## src/rtl/dio24_bus_timing.sv

```systemverilog
// dio24_bus_timing: bus output timing stage. Holds one 64-bit sample
// {data[31:0], time[31:0]}, runs a board time counter at clk_bus/clk_div and
// drives the rack bus when the board time reaches the sample time.
//
// Stream handshake: a sample transfers on every cycle where in_valid and
// in_ready are both 1. in_valid may not depend on in_ready. in_ready is
// (!hold_valid || consume), and only in IDLE or RUN. This lets the next
// sample load on the same cycle the held one is consumed.
module dio24_bus_timing #(
  parameter int BUS_DATA_BITS   = 16,
  parameter int BUS_ADDR_BITS   = 7,
  parameter int CLK_DIV_BITS    = 8,
  parameter int STRB_DELAY_BITS = 8,
  parameter int BIT_NOP         = 31,
  parameter int BIT_IRQ         = 29,
  parameter int BIT_STOP        = 28
) (
  input  logic                       clk_bus,
  input  logic                       reset_bus,
  input  logic                       run_en,
  input  logic                       trg_start,
  input  logic [CLK_DIV_BITS-1:0]    clk_div,
  input  logic [STRB_DELAY_BITS-1:0] strb_delay,
  input  logic [STRB_DELAY_BITS-1:0] strb_len,
  input  logic [31:0]                num_samples,
  input  logic [63:0]                in_data,
  input  logic                       in_valid,
  output logic                       in_ready,
  output logic [BUS_DATA_BITS-1:0]   bus_data,
  output logic [BUS_ADDR_BITS-1:0]   bus_addr,
  output logic                       bus_strb,
  output logic                       bus_en,
  output logic [31:0]                board_time,
  output logic [31:0]                sample_count,
  output logic                       status_run,
  output logic                       status_end,
  output logic                       error_time,
  output logic                       irq_data,
  output logic [2:0]                 dbg_state
);

  // Common width for comparing the divider count with the strobe window.
  localparam int CW = ((CLK_DIV_BITS > STRB_DELAY_BITS) ? CLK_DIV_BITS : STRB_DELAY_BITS) + 1;

  typedef enum logic [2:0] {
    S_IDLE  = 3'd0,
    S_RUN   = 3'd1,
    S_PAUSE = 3'd2,
    S_END   = 3'd3,
    S_ERROR = 3'd4
  } state_t;

  state_t                   state_q, state_d;
  logic [CLK_DIV_BITS-1:0]  div_cnt_q, div_cnt_d;
  logic [31:0]              board_time_q, board_time_d;
  logic [31:0]              sample_count_q, sample_count_d;
  logic [63:0]              hold_q, hold_d;
  logic                     hold_valid_q, hold_valid_d;
  logic [BUS_DATA_BITS-1:0] bus_data_q, bus_data_d;
  logic [BUS_ADDR_BITS-1:0] bus_addr_q, bus_addr_d;
  logic                     bus_strb_q, bus_strb_d;
  logic                     strb_arm_q, strb_arm_d;
  logic                     error_time_q, error_time_d;
  logic                     status_end_q, status_end_d;
  logic                     irq_q, irq_d;

  logic [31:0]   hold_time;
  logic [31:0]   hold_word;
  logic          period_start, tick, check, consume, late, end_hit;
  logic          load_ok, ready_int, out_en, strb_state_ok;
  logic [CW-1:0] div_ext, strb_lo, strb_hi;
  logic          unused_hold_bits;

  assign hold_time = hold_q[31:0];
  assign hold_word = hold_q[63:32];
  // Not every data bit maps to a bus field or control flag.
  assign unused_hold_bits = ^hold_word;

  // Next-state, match check, counters and registered bus outputs.
  always_comb begin
    state_d        = state_q;
    div_cnt_d      = div_cnt_q;
    board_time_d   = board_time_q;
    sample_count_d = sample_count_q;
    hold_d         = hold_q;
    hold_valid_d   = hold_valid_q;
    bus_data_d     = bus_data_q;
    bus_addr_d     = bus_addr_q;
    bus_strb_d     = 1'b0;
    strb_arm_d     = strb_arm_q;
    error_time_d   = error_time_q;
    status_end_d   = status_end_q;
    irq_d          = 1'b0;

    div_ext      = CW'(div_cnt_q);
    strb_lo      = CW'(strb_delay);
    strb_hi      = CW'(strb_delay) + CW'(strb_len);
    period_start = (div_cnt_q == '0);
    tick         = (div_ext + CW'(1)) >= CW'(clk_div);

    // The sample is compared once per bus period, at its first cycle.
    check   = run_en && (state_q == S_RUN) && period_start && hold_valid_q;
    consume = check && (hold_time == board_time_q);
    late    = check && (hold_time < board_time_q);
    end_hit = consume && ((sample_count_q + 32'd1) == num_samples);
    out_en  = consume && !hold_word[BIT_NOP];

    load_ok   = (state_q == S_IDLE) || (state_q == S_RUN);
    ready_int = load_ok && (!hold_valid_q || consume);

    if (in_valid && ready_int) begin
      hold_d       = in_data;
      hold_valid_d = 1'b1;
    end else if (consume) begin
      hold_valid_d = 1'b0;
    end

    if (consume) begin
      sample_count_d = sample_count_q + 32'd1;
      irq_d          = hold_word[BIT_IRQ] || end_hit;
    end

    if (out_en) begin
      bus_data_d = hold_word[BUS_DATA_BITS-1:0];
      bus_addr_d = hold_word[16 +: BUS_ADDR_BITS];
    end

    // Time keeps running after the last sample so its strobe can finish.
    if ((state_q == S_RUN) || (state_q == S_END)) begin
      if (tick) begin
        div_cnt_d    = '0;
        board_time_d = board_time_q + 32'd1;
      end else begin
        div_cnt_d = div_cnt_q + CLK_DIV_BITS'(1);
      end
    end

    case (state_q)
      S_IDLE: state_d = S_RUN;
      S_RUN: begin
        if (late) begin
          state_d      = S_ERROR;
          error_time_d = 1'b1;
        end else if (end_hit) begin
          state_d      = S_END;
          status_end_d = 1'b1;
        end else if (consume && hold_word[BIT_STOP]) begin
          state_d = S_PAUSE;
        end
      end
      S_PAUSE: begin
        if (trg_start) begin
          state_d   = S_RUN;
          div_cnt_d = '0;
        end
      end
      default: ;
    endcase

    if (!run_en) begin
      state_d        = S_IDLE;
      div_cnt_d      = '0;
      board_time_d   = '0;
      sample_count_d = '0;
      error_time_d   = 1'b0;
      status_end_d   = 1'b0;
    end

    // The strobe arm is latched at the match and lasts for that period.
    if (period_start) begin
      strb_arm_d = out_en;
    end
    strb_state_ok = ((state_q == S_RUN) || (state_q == S_END)) &&
                    ((state_d == S_RUN) || (state_d == S_END));
    // Registered one cycle ahead, so high while div_cnt is in [delay+1, delay+len].
    bus_strb_d = strb_state_ok && (period_start ? out_en : strb_arm_q) &&
                 (div_ext >= strb_lo) && (div_ext < strb_hi);
  end

  // State and datapath registers, cleared by the asynchronous reset.
  always_ff @(posedge clk_bus or posedge reset_bus) begin
    if (reset_bus) begin
      state_q        <= S_IDLE;
      div_cnt_q      <= '0;
      board_time_q   <= '0;
      sample_count_q <= '0;
      hold_q         <= '0;
      hold_valid_q   <= 1'b0;
      bus_data_q     <= '0;
      bus_addr_q     <= '0;
      bus_strb_q     <= 1'b0;
      strb_arm_q     <= 1'b0;
      error_time_q   <= 1'b0;
      status_end_q   <= 1'b0;
      irq_q          <= 1'b0;
    end else begin
      state_q        <= state_d;
      div_cnt_q      <= div_cnt_d;
      board_time_q   <= board_time_d;
      sample_count_q <= sample_count_d;
      hold_q         <= hold_d;
      hold_valid_q   <= hold_valid_d;
      bus_data_q     <= bus_data_d;
      bus_addr_q     <= bus_addr_d;
      bus_strb_q     <= bus_strb_d;
      strb_arm_q     <= strb_arm_d;
      error_time_q   <= error_time_d;
      status_end_q   <= status_end_d;
      irq_q          <= irq_d;
    end
  end

  // in_ready is forced low while reset is asserted so every output reads 0.
  assign in_ready     = ready_int && !reset_bus;
  assign bus_data     = bus_data_q;
  assign bus_addr     = bus_addr_q;
  assign bus_strb     = bus_strb_q;
  assign bus_en       = (state_q == S_RUN) || (state_q == S_PAUSE) || (state_q == S_END);
  assign board_time   = board_time_q;
  assign sample_count = sample_count_q;
  assign status_run   = (state_q == S_RUN) || (state_q == S_PAUSE);
  assign status_end   = status_end_q;
  assign error_time   = error_time_q;
  assign irq_data     = irq_q;
  assign dbg_state    = state_q;

endmodule

```

## config.mk

```make
export PLATFORM = sky130hd
export DESIGN_NAME = dio24_bus_timing
export DESIGN_NICKNAME = d
export VERILOG_FILES = /design/src/rtl/dio24_bus_timing.sv
export SDC_FILE = /design/constraint.sdc
export NUM_CORES = 1
export LEC_CHECK = 0
export CAP_MARGIN = 20
export CORE_AREA = 2 2 165 167
export DETAILED_ROUTE_END_ITERATION = 16
export DIE_AREA = 0 0 167 169
export PLACE_DENSITY_LB_ADDON = 0.05
export SLEW_MARGIN = 15
export SYNTH_ARGS = -nofsm -noshare
export SYNTH_HDL_FRONTEND = slang
export SYNTH_SLANG_ARGS = --single-unit
export TNS_END_PERCENT = 50
```

## constraint.sdc

```tcl
create_clock -name clk_bus -period 6.56 [get_ports clk_bus]
set_input_delay 0.984 -clock clk_bus [delete_from_list [all_inputs] [get_ports clk_bus]]
set_output_delay 0.984 -clock clk_bus [all_outputs]
set_load 0.01 [all_outputs]
```

==> flow_summary_export.csv, run 1 <==
group,metric,value,unit
place,pre_cts_slack,2000,ps
final_layout,drive_above_1_share,11.0,%
pwr,power_frac_clock,33.1,%
global_route,grt_pass1_vias,8621,
pwr,internal-power,0.00211,W
synthesis,yosysWarnings,0,
final_layout,layout_commonest_cell,"clkdlybuf4s50_1",
worst_setup_path,r2r_end,"bus_strb",
final_layout,fillCellCount,2533,
pwr,peakVddDrop,0.134,mV
sta,fmax,214,MHz
final_layout,area_growth,28.9,%
final_layout,nets,1473,
worst_setup_path,reg2reg_depth,9,
worst_setup_path,crit_end,"in_ready",
synthesis,synth_nets,1293,
sta,rsz0062_at_grt,"false",
worst_setup_path,end_kind,"primary output",
pwr,power_density,230,nW/um^2
route,wire_per_inst,18.0,um
global_route,use_met1,28.5,%
sta,max-slew-margin-rel,31.7,%
synthesis,ys_seq_elements,162,
die,fp.dieW,167,um
final_layout,fin_cells,1634,
min_path,whs_path_depth,2,
cts,cts.sinks,162,
worst_setup_path,cp-start-kind,"flop",
place,detailed_place_hpwl,21.4,mm
worst_setup_path,critical_path_arrival,3690,ps
die,die_h,169,um
cts,clk_path_buf_depth,2,
route,via_per_inst,5.42,
worst_setup_path,worstPathCellList,"inv_1 > ha_1 > nand4_1 > nor4_2 > nand4_4 > nand2_1 > and3_1 > and2_1 > clkdlybuf4s50_1",
cts,cts_made_buffers,17,
cts,clk_latency,430,ps
pwr,swShare,31.5,%
sta,finalSetupViolations,0,
sta,skew,15.0,ps
worst_setup_path,reg2reg_from,"board_time[14]",
synthesis,synth_edf_count,0,
cts,cts_setup_buffers,0,
worst_setup_path,required,5580,ps
synthesis,synth_cells,1100,
worst_setup_path,startpoint,"board_time[14]",
global_route,grt_max_degree,70,
synthesis,synth_cell_types,74,
route,antenna_left,0,
global_route,grt.busiest_layer,"met2",
outcome,status,"completed",
pwr,p_leak,5.53,nW
global_route,use_met2,32.9,%
sta,finalCritPeriodShare,71.2,%
die,die-area,28200,um^2
synthesis,ys_seq_area_share,39.0,%
place,port_buffers,215,
route,dr.pass1.iters,5,
pwr,switchingPower,0.000971,W
global_route,grt-ovfl-total,0,
job,cap_viol_max_count,0,
die,start_util,39.2,%
sta,finalMaxSlewViolations,0,
cts,cts_hold_repair.buffers,0,
synthesis,synth-async-reset-ratio,100,%
min_path,worstHoldPathType,"reg -> reg",
global_route,met3_usage,5.33,%
global_route,grt.total_usage,21.1,%
global_route,grt_pass1_wl,47.5,mm
final_layout,final_cell_mix,"214 x clkdlybuf4s50_1, 162 x dfrtp_1, 113 x nand2_1",
global_route,antenna_found_initial,0,
worst_setup_path,crit_fanout,21,
worst_setup_path,cp_slowest_cell,"nor4_2",
cts,cts-htree-levels,4,
route,drt_iter0_drc,560,
sta,layout_min_cycle_time,4670,ps
synthesis,ys.flop_type,"dfrtp_1",
cts,cts_resized,0,
sta,tightest_slew,1020,ps
cts,clkTransAtPathRegs,80,ps
synthesis,syn-cell-area,10400,um^2
route,drt-total-wl,29.4,mm
pwr,share_comb_of_total_power,25.1,%
synthesis,syn_area_per_cell,9.45,um^2
die,pin_count,222,
route,num_vias,8851,
worst_setup_path,criticalPathCategory,"reg -> out",
place,place.gp.congestion,0.900,
pwr,pwr-share-seq,41.8,%
route,drc_errors,0,
final_layout,seqCellArea,4050,um^2
die,coreArea,26500,um^2
sta,hold_viol,0,
final_layout,antenna_cells,0,
cts,cts-root-buf,"clkbuf_16",
sta,finalSetupTns,0,ps
cts,cts_tree,"built",
place,place_inst,1602,
worst_setup_path,r2r_slack,2430,ps
sta,worst_slack,1890,ps
final_layout,multi_input_area,5860,um^2
worst_setup_path,max_stage_delay,670,ps
die,std_cell_rows,60,
==> worst max-delay path: cells and delay by family, from the launching register on <==
kind / cells / cell delay [ps]
buffers and inverters: 2 / 670
DFF: 1 / 410
and+or+nand+nor: 6 / 1870
adders and majority gates: 1 / 300
==> power by group through the flow <==
stage / sequential, W / combinational, W / clock (W)
finish: 0.00129 / 0.000774 / 0.00102
CTS: 0.00129 / 0.000783 / 0.00105
floorplan: 0.00127 / 0.000556 / 0
global placement: 0.00131 / 0.000761 / 0
detailed placement: 0.00131 / 0.000778 / 0
global route: 0.00131 / 0.000887 / 0.00109
==> per-stage QoR <==
step	hold slack, ps	cell area, um^2	utilization, %	total power, W
2_1_floorplan	426	10400	-	0.00183
3_3_place_gp	455	12800	48.2	0.00207
3_5_place_dp	458	12800	48.2	0.00209
4_1_cts	477	13400	50.5	0.00313
5_1_grt	504	13400	50.5	0.00329
6_report	464	13400	50.5	0.00308
==> routing by layer <==
layer / vias to the layer above / wire, um / share of wire, %
li1: 4341 / - / -
met1: 4236 / 13400 / 46
met2: 235 / 13400 / 45
met3: 39 / 1930 / 6.6
met4: 0 / 733 / 2.5
met5: - / 0 / 0
==> worst min path at each step <==
stage / from / to / slack (ps)
floorplan: strb_arm_q / strb_arm_q / 430
global placement: strb_arm_q / strb_arm_q / 450
detailed placement: strb_arm_q / strb_arm_q / 460
CTS: strb_arm_q / strb_arm_q / 480
global route: hold_q[60] / hold_q[60] / 500
finish: strb_arm_q / strb_arm_q / 460
==> area by class of cell <==
type                    count  share of cell area [%]
flip-flops and latches    162                    30.3
inverters                  63                    1.80
well taps                 341                    3.19
multi-input cells         814                    43.8
clock inverters            15                    1.36
repair buffers            222                    16.4
clock buffers              17                    3.18
==> flip-flops by register name, indices dropped and copies added (netlist names), 3 cells and up <==
signal	flops
bus_data	16
dbg_state	3
div_cnt_q	8
hold_q	58
sample_count	32
board_time	32
bus_addr	7
==> synthesized netlist by cell type (7+ instances only) <==
cell type	count	area [um^2]
buf_2	14	70.1
and3_1	16	100
nor3_1	16	80.1
nor2_1	62	233
a21o_1	12	90.1
ha_1	67	838
o211ai_1	7	52.6
dfrtp_1	162	4050
o21ai_0	65	325
buf_1	8	30.0
nand2b_1	12	75.1
xnor2_1	38	333
nor2b_1	7	43.8
nand4_1	23	144
a21oi_1	50	250
mux2_2	82	923
or4_1	14	105
o31ai_1	20	150
nand2_1	114	428
nand3_1	33	165
nor4_1	20	125
or3_1	17	106
mux2i_1	15	150
clkbuf_1	38	143
inv_1	63	236
xor2_1	30	263
==> kinds of logic after synthesis <==
kind of cell,share of synthesized area [%]
muxes,10.3
adders and majority gates,8.26
xor gates and xnor gates,5.95
buffers and inverters,4.68
and+or+nand+nor,19.3
DFF,39.0
AOI/OAI and AO/OA,12.5
Note: power is estimated with default switching activity, not from simulation.
==> run 2, diff against run 1 <==
==> constraint.sdc (replaced) <==
create_clock -name clk_bus -period 4.25 [get_ports clk_bus]
set_input_delay 0.6375 -clock clk_bus [delete_from_list [all_inputs] [get_ports clk_bus]]
set_output_delay 0.6375 -clock clk_bus [all_outputs]
set_load 0.01 [all_outputs]
==> flow_summary_export.csv, run 2 (synthesized netlist as in run 1, its figures left out) <==
group,metric,value,unit
die,pin_count,222,
sta,finalMaxSlewViolations,0,
worst_setup_path,cp-start-kind,"flop",
sta,rsz0062_at_grt,"false",
outcome,status,"completed",
global_route,grt.total_usage,21.0,%
pwr,power_density,353,nW/um^2
place,place.gp.congestion,0.890,
global_route,grt-ovfl-total,0,
worst_setup_path,criticalPathCategory,"reg -> out",
final_layout,layout_commonest_cell,"clkdlybuf4s50_1",
min_path,hold_path_end,"strb_arm_q",
final_layout,largest_register,"hold_q",
worst_setup_path,required,3610,ps
final_layout,post-route-util,50.9,%
global_route,grt_max_degree,163,
die,fp.dieW,167,um
final_layout,drive_above_1_share,11.5,%
route,drt_iter0_drc,539,
sta,finalCritPeriodShare,92.7,%
sta,layout_min_cycle_time,3940,ps
min_path,whs_path_depth,2,
pwr,peakVddDrop,0.209,mV
cts,cts-htree-levels,4,
route,drt-total-wl,29.2,mm
final_layout,nets,1481,
route,via_per_inst,5.40,
sta,finalSetupTns,0,ps
min_path,hp-start,"strb_arm_q",
sta,hold_viol,0,
global_route,grt_pass1_vias,8901,
place,detailed_place_hpwl,21.2,mm
cts,clkTransAtPathRegs,70,ps
die,start_util,39.2,%
sta,fmax,254,MHz
job,cap_viol_max_count,0,
worst_setup_path,reg2reg_from,"sample_count[0]",
sta,finalSetupViolations,0,
sta,tightest_slew,1110,ps
worst_setup_path,end_kind,"primary output",
final_layout,largest_register_ffs,58,
sta,skew,18.4,ps
die,die_h,169,um
cts,cts-root-buf,"clkbuf_16",
global_route,grt_pass1_wl,47.4,mm
min_path,worstHoldPathType,"reg -> reg",
route,dr.pass1.iters,5,
cts,cts.sinks,162,
worst_setup_path,crit_fanout,6,
cts,cts_made_buffers,17,
cts,cts_tree,"built",
final_layout,final_cell_mix,"214 x clkdlybuf4s50_1, 162 x dfrtp_1, 113 x nand2_1",
cts,cts_resized,0,
place,port_buffers,215,
die,std_cell_rows,60,
cts,clk_latency,440,ps
worst_setup_path,r2r_end,"bus_strb",
worst_setup_path,reg2reg_depth,9,
cts,cts_setup_buffers,0,
worst_setup_path,r2r_slack,540,ps
global_route,antenna_found_initial,3,
route,num_vias,8883,
route,drc_errors,0,
pwr,p_leak,5.57,nW
route,wire_per_inst,17.7,um
die,coreArea,26500,um^2
sta,max-slew-margin-rel,26.2,%
die,die-area,28200,um^2
worst_setup_path,critical_path_arrival,3300,ps
final_layout,area_growth,29.8,%
cts,cts_hold_repair.buffers,0,
cts,clk_path_buf_depth,2,
route,antenna_left,0,
[run 2: cell types whose count changed in the layout (fill, tap and decap cells not counted)]
cell | previous run | this run
buf_4 | 7 | 13
diode_2 | 0 | 2
clkinv_4 | 2 | 1
clkinvlp_4 | 1 | 2
clkinv_8 | 5 | 6
inv_8 | 6 | 5
buf_12 | 0 | 2
[run 2: worst max-delay path, stage by stage, from the launching register on]
cell	delay, ps
dfrtp_1	440
inv_1	100
ha_1	330
nand3_1	110
nor3_1	520
nand4_4	270
nand2_1	150
and3_1	210
and2_1	190
clkdlybuf4s50_1	550
[run 2: final cells by class]
type	count	area (um^2)
Fill cell	2551	13000
Antenna cell	2	5.00
Clock inverter	15	188
Timing Repair Buffer	230	2280
Sequential cell	162	4050
Multi-Input combinational cell	814	5860
Tap cell	341	427
Inverter	63	240
Clock buffer	17	425
[run 2: power by group]
part	internal (W)	total, W	switching (W)	leakage [nW]
combinational	0.000641	0.00119	0.000547	3.15
clock	0.000802	0.00159	0.000784	0.294
sequential	0.00182	0.00199	0.000169	2.13
[run 2: metrics by stage]
stage          total power (W)  std cells  setup slack, ps  area, um^2  hold WS, ps
2_1_floorplan          0.00282       1100              148       10400          426
3_3_place_gp           0.00319       1610              334       12900          457
3_5_place_dp           0.00322       1610              239       12900          463
4_1_cts                0.00483       1642              311       13500          482
5_1_grt                0.00511       1642              114       13500          514
6_report               0.00476       1644              309       13500          476
[run 2: routing by layer]
metal	wire length [um]	global-route usage (%)	share of wire, %
met5	13	0	0.045
met2	13400	33.4	46
met1	13400	28.2	46
met3	1760	5.56	6.0
met4	522	5.70	1.8
[run 2: worst max-delay path by stage]
stage | start | to | slack [ps] | cells after the start
6_report | board_time[27] | in_ready | 310 | 9
4_1_cts | board_time[27] | in_ready | 310 | 9
3_3_place_gp | strb_delay[0] | bus_strb | 330 | 15
3_5_place_dp | strb_delay[0] | bus_strb | 240 | 15
2_1_floorplan | reset_bus | in_ready | 150 | 2
5_1_grt | board_time[27] | in_ready | 110 | 9
==> run 3, diff against run 2 <==
--- a/config.mk
+++ b/config.mk
@@ -9,7 +9,9 @@
 export CORE_AREA = 2 2 165 167
 export DETAILED_ROUTE_END_ITERATION = 16
 export DIE_AREA = 0 0 167 169
+export GPL_TIMING_DRIVEN = 1
 export PLACE_DENSITY_LB_ADDON = 0.05
+export RECOVER_POWER = 100
 export SLEW_MARGIN = 15
 export SYNTH_ARGS = -nofsm -noshare
 export SYNTH_HDL_FRONTEND = slang
==> flow_summary_export.csv, run 3 (synthesized netlist as in run 1, its figures left out) <==
group,metric,value,unit
final_layout,nets,1481,
place,detailed_place_hpwl,21.2,mm
worst_setup_path,r2r_slack,450,ps
die,die-area,28200,um^2
final_layout,fin_area,13400,um^2
final_layout,fillCellCount,2558,
cts,clk_path_buf_depth,2,
final_layout,layout_commonest_cell,"dfrtp_1",
worst_setup_path,r2r_end,"hold_q[35]",
outcome,violations,"max-capacitance violations, max-slew violations",
global_route,grt-ovfl-total,0,
die,fp.dieW,167,um
pwr,p_leak,5.89,nW
cts,cts-htree-levels,4,
final_layout,final_cell_mix,"162 x dfrtp_1, 116 x clkdlybuf4s50_1, 114 x nand2_1",
worst_setup_path,crit_fanout,6,
global_route,grt_pass1_vias,8901,
sta,tightest_slew,2280,ps
sta,finalSetupTns,0,ps
route,via_per_inst,5.40,
sta,finalMaxSlewViolations,189,
die,start_util,39.2,%
route,drt_iter0_drc,502,
worst_setup_path,max_stage_delay,610,ps
cts,clkTransAtPathRegs,70,ps
final_layout,drive_above_1_share,10.9,%
cts,clk_latency,440,ps
worst_setup_path,crit_end,"in_ready",
route,drc_errors,0,
place,port_buffers,215,
route,wire_per_inst,17.8,um
sta,max-slew-margin-rel,-52.0,%
pwr,peakVddDrop,0.211,mV
route,dr.pass1.iters,4,
sta,finalCritPeriodShare,94.0,%
cts,cts.sinks,162,
worst_setup_path,critical_path_arrival,3360,ps
cts,cts_resized,0,
cts,cts_tree,"built",
outcome,status,"finished, violations left",
worst_setup_path,cp-start-kind,"flop",
place,place.gp.congestion,0.890,
cts,cts-root-buf,"clkbuf_16",
route,antenna_left,0,
sta,skew,18.0,ps
worst_setup_path,startpoint,"board_time[27]",
pwr,power,0.00475,W
worst_setup_path,criticalPathCategory,"reg -> out",
global_route,grt_max_degree,163,
route,num_vias,8871,
final_layout,largest_register,"hold_q",
global_route,antenna_found_initial,3,
sta,hold_viol,0,
job,cap_viol_max_count,2,
cts,cts_setup_buffers,0,
pwr,power_density,353,nW/um^2
sta,layout_min_cycle_time,3990,ps
worst_setup_path,cp_slowest_cell,"dlygate4sd3_1",
die,std_cell_rows,60,
sta,fmax,250,MHz
sta,finalSetupViolations,0,
worst_setup_path,end_kind,"primary output",
die,coreArea,26500,um^2
global_route,grt.total_usage,21.0,%
cts,cts_hold_repair.buffers,0,
cts,cts_made_buffers,17,
min_path,worstHoldPathType,"reg -> reg",
global_route,grt_pass1_wl,47.4,mm
worst_setup_path,reg2reg_from,"board_time[27]",
sta,rsz0062_at_grt,"false",
worst_setup_path,worstPathCellList,"inv_1 > ha_1 > nand3_1 > nor3_1 > nand4_4 > nand2_1 > and3_1 > and2_1 > dlygate4sd3_1",
worst_setup_path,reg2reg_depth,10,
place,place_area,12900,um^2
die,pin_count,222,
final_layout,area_growth,29.3,%
final_layout,largest_register_ffs,58,
route,drt-total-wl,29.3,mm
die,die_h,169,um
worst_setup_path,required,3610,ps
## run 3: cell types whose count changed in the layout (fill, tap and decap cells not counted), sizes merged
cell and change:
clkdlybuf4s50 -98, dlygate4sd3 +98, buf -7, clkbuf +7
## run 3: worst min path at each step
stage / start / to / cells past startpoint
floorplan: strb_arm_q / strb_arm_q / 2
global placement: strb_arm_q / strb_arm_q / 2
detailed placement: strb_arm_q / strb_arm_q / 2
CTS: strb_arm_q / strb_arm_q / 2
global route: hold_q[50] / bus_addr[2] / 1
finish: strb_arm_q / strb_arm_q / 2
## run 3: where the power goes
part           switching [W]  internal, W
logic               0.000544     0.000630
clock network       0.000785     0.000802
registers           0.000168      0.00182
## run 3: worst max-delay path, delay by kind of cell, from the launching register on
| kind | cells | cell delay [ps] |
|---|---|---|
| flip-flops | 1 | 430 |
| buffers and inverters | 2 | 700 |
| AND/OR/NAND/NOR | 6 | 1460 |
| adder cells (fa/ha/maj) | 1 | 320 |
## run 3: routing by layer
layer  up-vias  track usage [%]  share of wire (%)
li1       4349                -                  -
met1      4269             28.2                 46
met2       219             33.4                 46
met3        32             5.56                5.9
met4         2             5.70                1.8
met5         -                0              0.044
## run 3: stage by stage
step                      cells  hold slack (ps)  setup WS (ps)  util, %
after detailed placement   1610              463            239     48.6
after floorplan            1100              426            148        -
after CTS                  1642              482            311     50.9
after global routing       1642              514           71.3     50.7
after global placement     1610              457            334     48.6
final                      1644              474            256     50.7
## run 3: layout make-up
| class | count | area (um^2) | area share [%] |
|---|---|---|---|
| antenna | 2 | 5.00 | 0.0373 |
| clock buffer | 17 | 425 | 3.17 |
| clock inverter | 15 | 188 | 1.40 |
| inverter | 63 | 240 | 1.79 |
| multi-input combinational | 814 | 5850 | 43.6 |
| sequential | 162 | 4050 | 30.2 |
| tap | 341 | 427 | 3.18 |
| timing repair buffer | 230 | 2240 | 16.7 |
